===== src/rtl/uart_pkg.sv =====
// Shared definitions for the UART frame blocks: parity modes, FSM encoding and
// the clocks-per-bit helper.
package uart_pkg;

  localparam int unsigned PARITY_NONE = 0;
  localparam int unsigned PARITY_ODD  = 1;
  localparam int unsigned PARITY_EVEN = 2;

  typedef enum logic [2:0] {
    IDLE,
    START,
    DATA,
    PAR,
    STOP
  } uart_state_t;

  function automatic int unsigned uart_div(input int unsigned sys_clk,
                                           input int unsigned baud);
    return sys_clk / baud;
  endfunction

endpackage


===== src/rtl/uart_baud_gen.sv =====
// Bit-period timer: bit_tick marks the last clock of every DIV-clock bit while
// run is high; the count is held at zero whenever run is low.
module uart_baud_gen #(
  parameter int unsigned DIV = 2
) (
  input  logic clk,
  input  logic rst_n,
  input  logic run,
  output logic bit_tick
);

  localparam int unsigned CW = (DIV > 1) ? $clog2(DIV) : 1;
  localparam logic [CW-1:0] LAST = CW'(DIV - 1);

  if (DIV < 2) begin : g_bad_div
    $error("uart_baud_gen: DIV must be at least 2");
  end

  logic [CW-1:0] cnt;

  assign bit_tick = run && (cnt == LAST);

  // NOTE: clocked state is assigned with <= so every flop samples pre-edge values.
  always_ff @(posedge clk or negedge rst_n) begin
    if (!rst_n) begin
      cnt <= '0;
    end else if (!run || bit_tick) begin
      cnt <= '0;
    end else begin
      cnt <= cnt + CW'(1);
    end
  end

endmodule


===== src/rtl/uart_tx_frame.sv =====
// Parametrised UART transmitter with a one-word holding buffer so that a word
// offered during a frame follows it on the line with no idle gap.
module uart_tx_frame
  import uart_pkg::*;
#(
  parameter int unsigned SYS_CLK   = 50_000_000,
  parameter int unsigned BAUD      = 9600,
  parameter int unsigned DATA_BITS = 8,
  parameter int unsigned PARITY    = 1,
  parameter int unsigned STOP_BITS = 1
) (
  input  logic                 clk,
  input  logic                 rst_n,
  input  logic [DATA_BITS-1:0] in_data,
  input  logic                 in_valid,
  output logic                 in_ready,
  output logic                 out_data,
  output logic                 out_en
);

  localparam int unsigned DIV = uart_div(SYS_CLK, BAUD);
  localparam logic [3:0] LAST_DATA = 4'(DATA_BITS - 1);
  localparam logic [3:0] LAST_STOP = 4'(STOP_BITS - 1);

  if (DIV < 2) begin : g_bad_div
    $error("uart_tx_frame: SYS_CLK / BAUD must be at least 2");
  end
  if (DATA_BITS < 5 || DATA_BITS > 9) begin : g_bad_data_bits
    $error("uart_tx_frame: DATA_BITS must be 5..9");
  end
  if (PARITY > PARITY_EVEN) begin : g_bad_parity
    $error("uart_tx_frame: PARITY must be 0, 1 or 2");
  end
  if (STOP_BITS < 1 || STOP_BITS > 2) begin : g_bad_stop_bits
    $error("uart_tx_frame: STOP_BITS must be 1 or 2");
  end

  function automatic logic parity_of(input logic [DATA_BITS-1:0] word);
    return (PARITY == PARITY_ODD) ? ~^word : ^word;
  endfunction

  uart_state_t          state, state_n;
  logic [DATA_BITS-1:0] shifter, shifter_n, buf_data, buf_data_n;
  logic [3:0]           bit_cnt, bit_cnt_n;
  logic                 buf_full, buf_full_n, par_bit, par_bit_n;
  logic                 out_data_n, out_en_n;
  logic                 accept, bit_tick, load_in, load_buf;

  assign in_ready = ~buf_full;
  assign accept   = in_valid && in_ready;

  uart_baud_gen #(.DIV(DIV)) u_baud (
    .clk      (clk),
    .rst_n    (rst_n),
    .run      (state != IDLE),
    .bit_tick (bit_tick)
  );

  // NOTE: every signal written here gets a default first, so no latch is inferred.
  always_comb begin
    state_n    = state;
    shifter_n  = shifter;
    bit_cnt_n  = bit_cnt;
    par_bit_n  = par_bit;
    buf_data_n = buf_data;
    buf_full_n = buf_full;
    load_in    = 1'b0;
    load_buf   = 1'b0;

    case (state)
      IDLE: begin
        if (buf_full)    load_buf = 1'b1;
        else if (accept) load_in  = 1'b1;
      end
      START: begin
        if (bit_tick) begin
          state_n   = DATA;
          bit_cnt_n = '0;
        end
      end
      DATA: begin
        if (bit_tick) begin
          if (bit_cnt == LAST_DATA) begin
            state_n   = (PARITY != PARITY_NONE) ? PAR : STOP;
            bit_cnt_n = '0;
          end else begin
            shifter_n = shifter >> 1;
            bit_cnt_n = bit_cnt + 4'd1;
          end
        end
      end
      PAR: begin
        if (bit_tick) begin
          state_n   = STOP;
          bit_cnt_n = '0;
        end
      end
      STOP: begin
        if (bit_tick) begin
          if (bit_cnt != LAST_STOP) bit_cnt_n = bit_cnt + 4'd1;
          else if (buf_full)        load_buf  = 1'b1;
          else if (accept)          load_in   = 1'b1;
          else                      state_n   = IDLE;
        end
      end
      default: state_n = IDLE;
    endcase

    // A word arriving while the shifter is free bypasses the buffer entirely.
    if (load_in || load_buf) begin
      state_n   = START;
      shifter_n = load_buf ? buf_data : in_data;
      par_bit_n = parity_of(shifter_n);
      bit_cnt_n = '0;
    end
    if (load_buf) buf_full_n = 1'b0;
    if (accept && !load_in) begin
      buf_full_n = 1'b1;
      buf_data_n = in_data;
    end

    out_en_n = (state_n != IDLE);
    case (state_n)
      START:   out_data_n = 1'b0;
      DATA:    out_data_n = shifter_n[0];
      PAR:     out_data_n = par_bit_n;
      default: out_data_n = 1'b1;
    endcase
  end

  always_ff @(posedge clk or negedge rst_n) begin
    if (!rst_n) begin
      state    <= IDLE;
      shifter  <= '0;
      bit_cnt  <= '0;
      par_bit  <= 1'b0;
      buf_data <= '0;
      buf_full <= 1'b0;
      out_data <= 1'b1;
      out_en   <= 1'b0;
    end else begin
      state    <= state_n;
      shifter  <= shifter_n;
      bit_cnt  <= bit_cnt_n;
      par_bit  <= par_bit_n;
      buf_data <= buf_data_n;
      buf_full <= buf_full_n;
      out_data <= out_data_n;
      out_en   <= out_en_n;
    end
  end

endmodule


===== config.mk =====
export PLATFORM = sky130hd
export DESIGN_NAME = uart_tx_frame
export DESIGN_NICKNAME = d
export VERILOG_FILES = /design/src/rtl/uart_pkg.sv /design/src/rtl/uart_baud_gen.sv /design/src/rtl/uart_tx_frame.sv
export SDC_FILE = /design/constraint.sdc
export NUM_CORES = 1
export LEC_CHECK = 0
export CORE_UTILIZATION = 45
export DETAILED_ROUTE_END_ITERATION = 16
export HOLD_SLACK_MARGIN = 0.05
export REMOVE_ABC_BUFFERS = 1
export SLEW_MARGIN = 25
export SYNTH_ARGS = -nofsm -noshare
export SYNTH_HDL_FRONTEND = slang
export SYNTH_SLANG_ARGS = --single-unit

===== constraint.sdc =====
create_clock -name clk -period 6.35 [get_ports clk]
set_clock_uncertainty 0.2 [all_clocks]
set_input_delay 1.5875 -clock clk [delete_from_list [all_inputs] [get_ports clk]]
set_output_delay 1.5875 -clock clk [all_outputs]
set_load 0.005 [all_outputs]

* Yosys cells after proc, flatten, opt, wreduce, memory -nomap -nowiden *
Cells that the tools add are included.

cells by class
  reduce and logical (&&, ||, !) cells = 19
  add/subtract/negate cells = 2
  equal/unequal tests = 14
  bitwise operators = 1
  muxes and demuxes = 36

operators by type and width
  cell                                            count
  two-way mux 8 bit                               5
  two-way mux 3 bit                               9
  two-way mux 4 bit                               6
  case mux 3 bit (5 select lines)                 1
  adder 13 x 1 -> 13 bit (second input constant)  1
  == test 13 bit (second input constant)          1
  two-way mux 13 bit                              1
  == test 3 x 2 -> 1 bit (second input constant)  4
  case mux 4 bit (3 select lines)                 1
  two-way mux 1 bit                               10
  nonzero test 4 bit                              2
  XNOR reduction 8 bit                            1
  == test 3 x 1 -> 1 bit (second input constant)  2
  != test 3 x 2 -> 1 bit (second input constant)  2
  nonzero test 2 bit                              3
  nonzero test 3 bit                              2
  AND reduction 5 bit                             1
  adder 4 x 1 -> 4 bit (second input constant)    1
  == test 4 x 3 -> 1 bit (second input constant)  1
  case mux 1 bit (2 select lines)                 2
  == test 3 bit (second input constant)           1
  logical AND 1 bit                               3
  zero test 3 bit                                 1
  != test 3 x 1 -> 1 bit (second input constant)  1
  8 further kinds                                 10

storage, ports and cells
  bits in registers = 40
  input port bits = 11

* Depth between registers and ports, before layout *
Gate-level depths: netlist of run 1.

  depth in word-level cells = 11
  mapped depth = 8
  depth with buffers taken out = 7

* By module *
From an unflattened synthesis of run 1, not the netlist that was laid out.

unflattened totals
  cell total of the unflattened synthesis = 212
  area total of the unflattened synthesis = 2207.1 sq um

modules (own cells, without submodules)
  module         area an instance (sq um)  sequential area each (sq um)  instances  cells each
  uart_tx_frame  1535.2                    676.9                         1          144
  uart_baud_gen  671.9                     325.3                         1          68

* Least setup slack after synthesis of run 1 *
No wires, ideal clock.

  kind = input to register
  start point = input port in_valid
  end point = register par_bit
  buffers on the path = 2
  library setup time = 0.077 ns
  data arrival time = 2.532 ns
  path slack = 3.541 ns
  stages on the path = 5
  data required time = 6.073 ns
  cell sequence = clkbuf_1 > clkbuf_1 > nor2_1 > a31o_2 > a21oi_1

on the way
  word-level cells in the longest chain between the ends = 8

RTL lines
  what                                 line                                       source
  from (decl)                          uart_tx_frame.sv:15                        input logic in_valid,
  logical AND 1 bit (*)                uart_tx_frame.sv:50                        assign accept = in_valid && in_ready;
  two-way mux 1 bit (*)                uart_tx_frame.sv:73, uart_tx_frame.sv:102
  two-way mux 1 bit (*)                uart_tx_frame.sv:72                        if (buf_full) load_buf = 1'b1;
  two-way mux 1 bit                    uart_tx_frame.sv:100                       if (bit_cnt != LAST_STOP) bit_cnt_n = bit_cnt + 4'd1;
  two-way mux 1 bit                    uart_tx_frame.sv:99                        if (bit_tick) begin
  case mux 1 bit (2 select lines) (*)  uart_tx_frame.sv:70                        case (state)
  logical OR 1 bit (*)                 uart_tx_frame.sv:110                       if (load_in || load_buf) begin
  two-way mux 1 bit (*)                uart_tx_frame.sv:110
  via par_bit_n                        uart_tx_frame.sv:45                        logic buf_full, buf_full_n, par_bit, par_bit_n;
  to (signal assigned)                 uart_tx_frame.sv:145                       par_bit <= par_bit_n;
  to (decl)                            uart_tx_frame.sv:45

Mark *: on every way through the listed nets, which the timed path passes. The rest lies on a longest branch.
A chain may end at the register's enable or synchronous reset.

* Final worst setup path of run 1 *
  start point = register buf_full
  end point = output port in_ready

on the way
  word-level cells in the longest chain between the ends = 1

RTL lines
  what                    line                  source
  from (decl)             uart_tx_frame.sv:45
  from (signal assigned)  uart_tx_frame.sv:147  buf_full <= buf_full_n;
  NOT 1 bit               uart_tx_frame.sv:49   assign in_ready = ~buf_full;
  to (decl)               uart_tx_frame.sv:16   output logic in_ready,

No other way between the ends.

==> qor.csv, run 1 <==
stage,metric,value,unit
drt,finalWirelength,4807,um
min_path,whs_path_depth,1,
floorplanning,core-area,0.005107,mm2
clock_network,cts.repair.resized,0,
sta,fmax,296.9,MHz
setup_path,r2r_slack,3750,ps
synthesis,postSynthAreaPerCell,9.720,um2
drt,route.detailed.drc,0,
min_path,hold_end,u_baud.cnt[0],
sta,worst_pin_slew,915.3,ps
global_route,grt_pass1_wl,8342,um
sta,setup_viol,0,
setup_path,r2r_start,u_baud.cnt[0],
place,place_ws,2756,ps
synthesis,yosysSeqAreaShare,0.4192,
floorplanning,die_h,74.90,um
synthesis,netlist_instances,246,
place,dp_hpwl,3249,um
status,outcome,"complete, no violations",
pwr,p_leak,1.073,nW
sta,finalSetupTns,0,ps
floorplanning,fp.dieW,74.90,um
synthesis,synth_top_area_frac,0.4082,
place,portBuffers,13,
finish,num_antenna_cells,0,
setup_path,start_kind,flip-flop,
pwr,powerDensity,197.2,mW/mm2
global_route,antenna_found_initial,0,
synthesis,async_flop_share,1.000,
drt,wire_per_inst,14.88,um
synthesis,synth.top_cells.by_area,"dfrtp_1 41%, xnor2_1 5.9%, o32ai_1 5.1%, mux2_4 5.0%, a21oi_1 3.6%",
finish,finish.net_count,266,
clock_network,cts_buffers,5,
synthesis,synth_warnings,0,
clock_network,clockBufferDepth,2,
floorplanning,initial_utilization,0.4682,
drt,first_pass_iters,4,
drt,vias,1785,
setup_path,worstReg2RegEnd,out_data,
clock_network,cts_tree,built,
place,place_area,0.002537,mm2
clock_network,clkTransAtPathRegs,80,ps
finish,final_area,0.002645,mm2
sta,slew_headroom,0.3857,
setup_path,startpoint,buf_full,
setup_path,critPathKind,reg2out,
min_path,hold_start,u_baud.cnt[0],
pwr,ir_drop,0.09014,mV
synthesis,netlist.top_cell.by_area,dfrtp_1,
place,place_inst,315,
finish,layout-drive-gt1-share,0.09881,
min_path,hold_path.class,reg2reg,
floorplanning,dieArea,0.005609,mm2
sta,hold_slack,301.9,ps
setup_path,crit_path_end_kind,output pin,
clock_network,clock_latency,290,ps
sta,final.setup.worst_slack,2982,ps
global_route,grt_max_degree,41,
synthesis,synth_edf_count,0,
drt,postRouteAntennaNets,0,
setup_path,crit_fanout,12,
setup_path,required,4560,ps
sta,final-hold-violation-count,0,
drt,vias_per_cell,5.526,
finish,fillers,482,
clock_network,cts_root_buf,clkbuf_8,
floorplanning,io_pins,14,
drt,first_iter_violations,97,
flow_run,cap_violations,0,
setup_path,critPathArrivalTime,1580,ps
clock_network,cts_hold_buf,0,
synthesis,synth_area,0.002391,mm2
global_route,grt_pass1_vias,1749,
sta,drv_slew,0,
clock_network,cts_htree_levels,2,
synthesis,yosysUniqueCellTypes,43,
clock_network,post-cts-setup-buffer-count,0,
synthesis,synth_ff_type,dfrtp_1,
finish,finalNonFillerCells,323,
sta,period_needed,3368,ps
global_route,grt_use_total,0.1969,
sta,post-route-period-util,0.5304,
finish,syn_to_final_growth,10.62,%
synthesis,ys_seq_elements,40,
clock_network,clkSinkCount,40,
global_route,grt_overflow,0,
floorplanning,fp-row-count,26,
setup_path,r2r_cells,6,
sta,rsz0062_at_grt,no,
place,gp_congestion,0.7400,
## per-layer routing
metal	wire length [um]	track usage
met2	2299	0.3133
met4	60	0.06918
met3	140	0.04016
met1	2307	0.2669
met5	0	0
## cell usage after synthesis, drive strengths merged, types with 2 or more instances
| cell type | n |
|---|---|
| dfrtp | 39 |
| nor2 | 20 |
| nand2 | 18 |
| a21oi | 17 |
| xnor2 | 16 |
| o32ai | 14 |
| and3 | 12 |
| nand2b | 11 |
| clkbuf | 10 |
| a21boi | 9 |
| nand3 | 9 |
| xor2 | 9 |
| mux2 | 8 |
| buf | 5 |
| inv | 5 |
| o22ai | 5 |
| a21o | 4 |
| nand4 | 4 |
| nor3 | 4 |
| ha | 3 |
| o21ai | 3 |
| and2 | 2 |
| and4b | 2 |
| nand3b | 2 |
## worst max-delay path by stage
| stage | cells after the start | endpoint | slack (ps) |
|---|---|---|---|
| final | 2 | in_ready | 2980 |
| after detailed placement | 3 | buf_data[2] | 2760 |
| after global placement | 3 | buf_data[5] | 2780 |
| after floorplan | 5 | par_bit | 3720 |
| after global routing | 2 | in_ready | 2890 |
| after CTS | 2 | in_ready | 2970 |
## logic make-up after synthesis
group | Yosys count | synth area share
muxes | 8 | 0.05024
AOI/OAI and AO/OA | 57 | 0.1648
buffers and inverters | 20 | 0.03872
DFF | 40 | 0.4192
xor gates and xnor gates | 25 | 0.09158
adders and majority gates | 3 | 0.01570
and+or+nand+nor | 93 | 0.2198
## metrics by stage
stage	utilization	power (mW)
after floorplan	-	0.3016
after global placement	0.4968	0.3216
after detailed placement	0.4968	0.3223
after CTS	0.5179	0.5285
after global routing	0.5179	0.5450
final	0.5179	0.5217
## state kept, by name (all words and copies together), names as in the netlist
name        flops
state           3
buf_data        8
u_baud.cnt     13
buf_full        1
shifter         8
out_en          1
out_data        1
par_bit         1
bit_cnt         4
## power breakdown
group | internal, mW | switching [mW]
Sequential | 0.260 | 0.00656
Clock | 0.117 | 0.0887
Combinational | 0.0274 | 0.0221
Total | 0.404 | 0.117
## critical path, cell delays in order (launching register included)
cell and delay (ps):
dfrtp_1 380, inv_1 320, clkdlybuf4s50_1 590
## final cells by class
class / count / area, um2 / area share
sequential: 40 / 1002 / 0.3789
clock inverter: 2 / 35.03 / 0.01325
clock buffer: 6 / 72.57 / 0.02744
inverter: 5 / 18.77 / 0.007096
multi-input combinational: 186 / 1296 / 0.4901
timing repair buffer: 14 / 132.6 / 0.05014
tap: 70 / 87.58 / 0.03311
## layout by cell type, fill, tap and decap left out, types with 2 or more instances in the layout
cell,n
a21boi_0,9
a21o_1,4
a21oi_1,17
and2_1,2
and3_1,11
and4b_1,2
clkbuf_8,5
clkdlybuf4s50_1,12
dfrtp_1,39
ha_1,3
inv_1,5
mux2_4,8
nand2_1,18
nand2b_1,11
nand3_1,9
nand3b_1,2
nand4_1,3
nor2_1,20
nor3_1,4
o21ai_0,2
o22ai_1,5
o32ai_1,14
xnor2_1,16
xor2_1,9
Power figures use the tool's default switching activity.
==> run 2, diff against run 1 <==
--- a/config.mk
+++ b/config.mk
@@ -8,6 +8,7 @@
 export CORE_UTILIZATION = 45
 export DETAILED_ROUTE_END_ITERATION = 16
 export HOLD_SLACK_MARGIN = 0.05
+export PLACE_DENSITY = 0.65
 export REMOVE_ABC_BUFFERS = 1
 export SLEW_MARGIN = 25
 export SYNTH_ARGS = -nofsm -noshare
==> constraint.sdc (replaced) <==
create_clock -name clk -period 2.95 [get_ports clk]
set_clock_uncertainty 0.2 [all_clocks]
set_input_delay 0.7375 -clock clk [delete_from_list [all_inputs] [get_ports clk]]
set_output_delay 0.7375 -clock clk [all_outputs]
set_load 0.005 [all_outputs]
==> run 2 against run 1 <==
  * Via count up 2.4%
  * Core utilization increased by 0.29 points
  * Global-route usage grew 0.79 points
  * Worst setup slack worse by 2500 ps
  * Sequential share of layout area shrank 0.21 points
  * Die area unchanged
  * Cell count rose by 1.2%
  * Final area grew 0.57%
  * Count of clock-buffer cells in the layout up 2
  * Clock power increased by 84%
  * Highest routed layer unchanged
==> qor.csv, run 2 (synthesized netlist as in run 1, its figures left out) <==
stage,metric,value,unit,change
clock_network,cts_htree_levels,2,,unchanged
floorplanning,die_h,74.90,um,unchanged
setup_path,crit_path_max_incr_delay,530,ps,-60 ps
finish,largest_reg_flops,13,,unchanged
sta,hold_slack,217.4,ps,-84.52 ps
global_route,grt_pass1_vias,1831,,+4.7%
drt,vias,1828,,+2.4%
drt,first_iter_violations,153,,+58%
sta,drv_slew,0,,unchanged
place,dp_hpwl,3295,um,+1.4%
clock_network,cts.repair.resized,0,,unchanged
floorplanning,fp-row-count,26,,unchanged
pwr,total_power,1.060,mW,+100%
clock_network,post-cts-setup-buffer-count,0,,unchanged
finish,mostFrequentLayoutCells,"39 x dfrtp_1, 20 x nor2_1, 18 x nand2_1, 17 x a21oi_1, 16 x xnor2_1",,
clock_network,clkTransAtPathRegs,80,ps,about the same
sta,post-route-period-util,0.8505,,
min_path,hold_path.class,in2async,,
setup_path,start_kind,flip-flop,,
setup_path,critPathArrivalTime,2520,ps,+940 ps
global_route,grt_max_degree,41,,unchanged
drt,wire_per_inst,14.77,um,-0.75%
setup_path,worstSetupPathDepth,6,,+4
global_route,antenna_found_initial,0,,unchanged
drt,finalWirelength,4830,um,+0.48%
drt,postRouteAntennaNets,0,,unchanged
global_route,grt_overflow,0,,unchanged
setup_path,cp_cell_sequence,ha_1 -> and4b_1 -> and3_1 -> a21boi_0 -> a2111oi_0 -> nor3_1,,
status,outcome,"complete, no violations",,
floorplanning,core-area,0.005107,mm2,unchanged
sta,fmax,398.6,MHz,
finish,syn_to_final_growth,11.25,%,
finish,final_common_cell,dfrtp_1,,
sta,worst_pin_slew,534.2,ps,-381.1 ps
clock_network,cts_hold_buf,0,,unchanged
setup_path,path_buf_inv,0,,-2
pwr,ir_drop,0.2451,mV,+170%
setup_path,crit_path_end_kind,flip-flop,,
clock_network,clkSinkCount,40,,unchanged
setup_path,critPathTopFamily,simple AND/OR/NAND/NOR gates,,
setup_path,worstReg2RegEnd,out_data,,
place,portBuffers,13,,unchanged
finish,num_antenna_cells,0,,unchanged
global_route,grt_use_total,0.2048,,+0.007921
finish,largest-register,u_baud.cnt,,
setup_path,r2r_cells,6,,unchanged
setup_path,startpoint,u_baud.cnt[0],,
setup_path,required,2960,ps,-1600 ps
pwr,p_leak,1.085,nW,+1.1%
global_route,grt_pass1_wl,8714,um,+4.5%
finish,largestRegisters,"u_baud.cnt (13), buf_data (8), shifter (8)",,
setup_path,cp-endpoint,out_data,,
setup_path,critPathKind,reg2reg,,
clock_network,cts_root_buf,clkbuf_8,,
setup_path,cp_slowest_cell,and3_1,,
setup_path,r2r_slack,440,ps,-3310 ps
clock_network,cts_tree,built,,
place,gp_congestion,0.8297,,+12%
pwr,powerDensity,398.4,mW/mm2,+100%
finish,finish.net_count,270,,+1.5%
drt,route.detailed.drc,0,,unchanged
sta,final-hold-violation-count,0,,unchanged
drt,vias_per_cell,5.590,,+1.2%
floorplanning,dieArea,0.005609,mm2,unchanged
floorplanning,io_pins,14,,unchanged
sta,slew_headroom,0.6439,,+0.2582
clock_network,clockBufferDepth,2,,unchanged
sta,setup_viol,0,,unchanged
finish,layout-drive-gt1-share,0.1089,,+0.01014
clock_network,clock_latency,290,ps,about the same
clock_network,cts_buffers,5,,unchanged
drt,first_pass_iters,5,,+1
floorplanning,fp.dieW,74.90,um,unchanged
setup_path,r2r_start,u_baud.cnt[0],,
floorplanning,initial_utilization,0.4682,,unchanged
sta,rsz0062_at_grt,no,,
setup_path,crit_fanout,19,,+7
sta,period_needed,2509,ps,
finish,fin_util,0.5208,,+0.002940
sta,finalSetupTns,0,ps,unchanged
flow_run,cap_violations,0,,unchanged
[run 2: metal layers]
layer / global-route usage / up-vias / part of all wire
met3: 0.03882 / 2 / 0.030
li1: - / 903 / -
met2: 0.3463 / 28 / 0.48
met5: 0 / - / 0
met4: 0.05660 / 0 / 0.0046
met1: 0.2689 / 895 / 0.49
[run 2: area by class of cell]
type / count / area, um2
multi-input combinational: 186 / 1296
clock buffer: 8 / 90.09
sequential: 40 / 1002
fill: 488 / 2447
inverter: 5 / 18.77
tap: 70 / 87.58
timing repair buffer: 18 / 165.2
[run 2: worst min-delay path by stage]
stage | startpoint | slack [ps] | to
floorplan | rst_n | 240 | bit_cnt[0]
finish | rst_n | 220 | bit_cnt[3]
CTS | u_baud.cnt[0] | 280 | u_baud.cnt[0]
global placement | u_baud.cnt[0] | 260 | u_baud.cnt[0]
global route | rst_n | 270 | u_baud.cnt[6]
detailed placement | u_baud.cnt[0] | 270 | u_baud.cnt[0]
[run 2: worst register-to-register path, stage by stage, from the launching register on]
cell,delay [ps]
dfrtp_1,380
ha_1,230
and4b_1,310
and3_1,530
a21boi_0,250
a2111oi_0,420
nor3_1,100
[run 2: power by group]
| part | switching (mW) | leakage, nW | total, mW | internal (mW) |
|---|---|---|---|---|
| Clock | 0.187 | 0.0455 | 0.378 | 0.191 |
| Sequential | 0.0149 | 0.462 | 0.575 | 0.560 |
| Combinational | 0.0459 | 0.578 | 0.106 | 0.0602 |
[run 2: per-stage QoR]
step / instances / setup WS [ps] / instance area (um2)
after floorplan: 231 / 541.3 / 2317
after global placement: 319 / 507.8 / 2567
after detailed placement: 319 / 433.6 / 2567
after CTS: 327 / 426.2 / 2658
after global routing: 327 / 52.74 / 2660
final: 327 / 441.2 / 2660
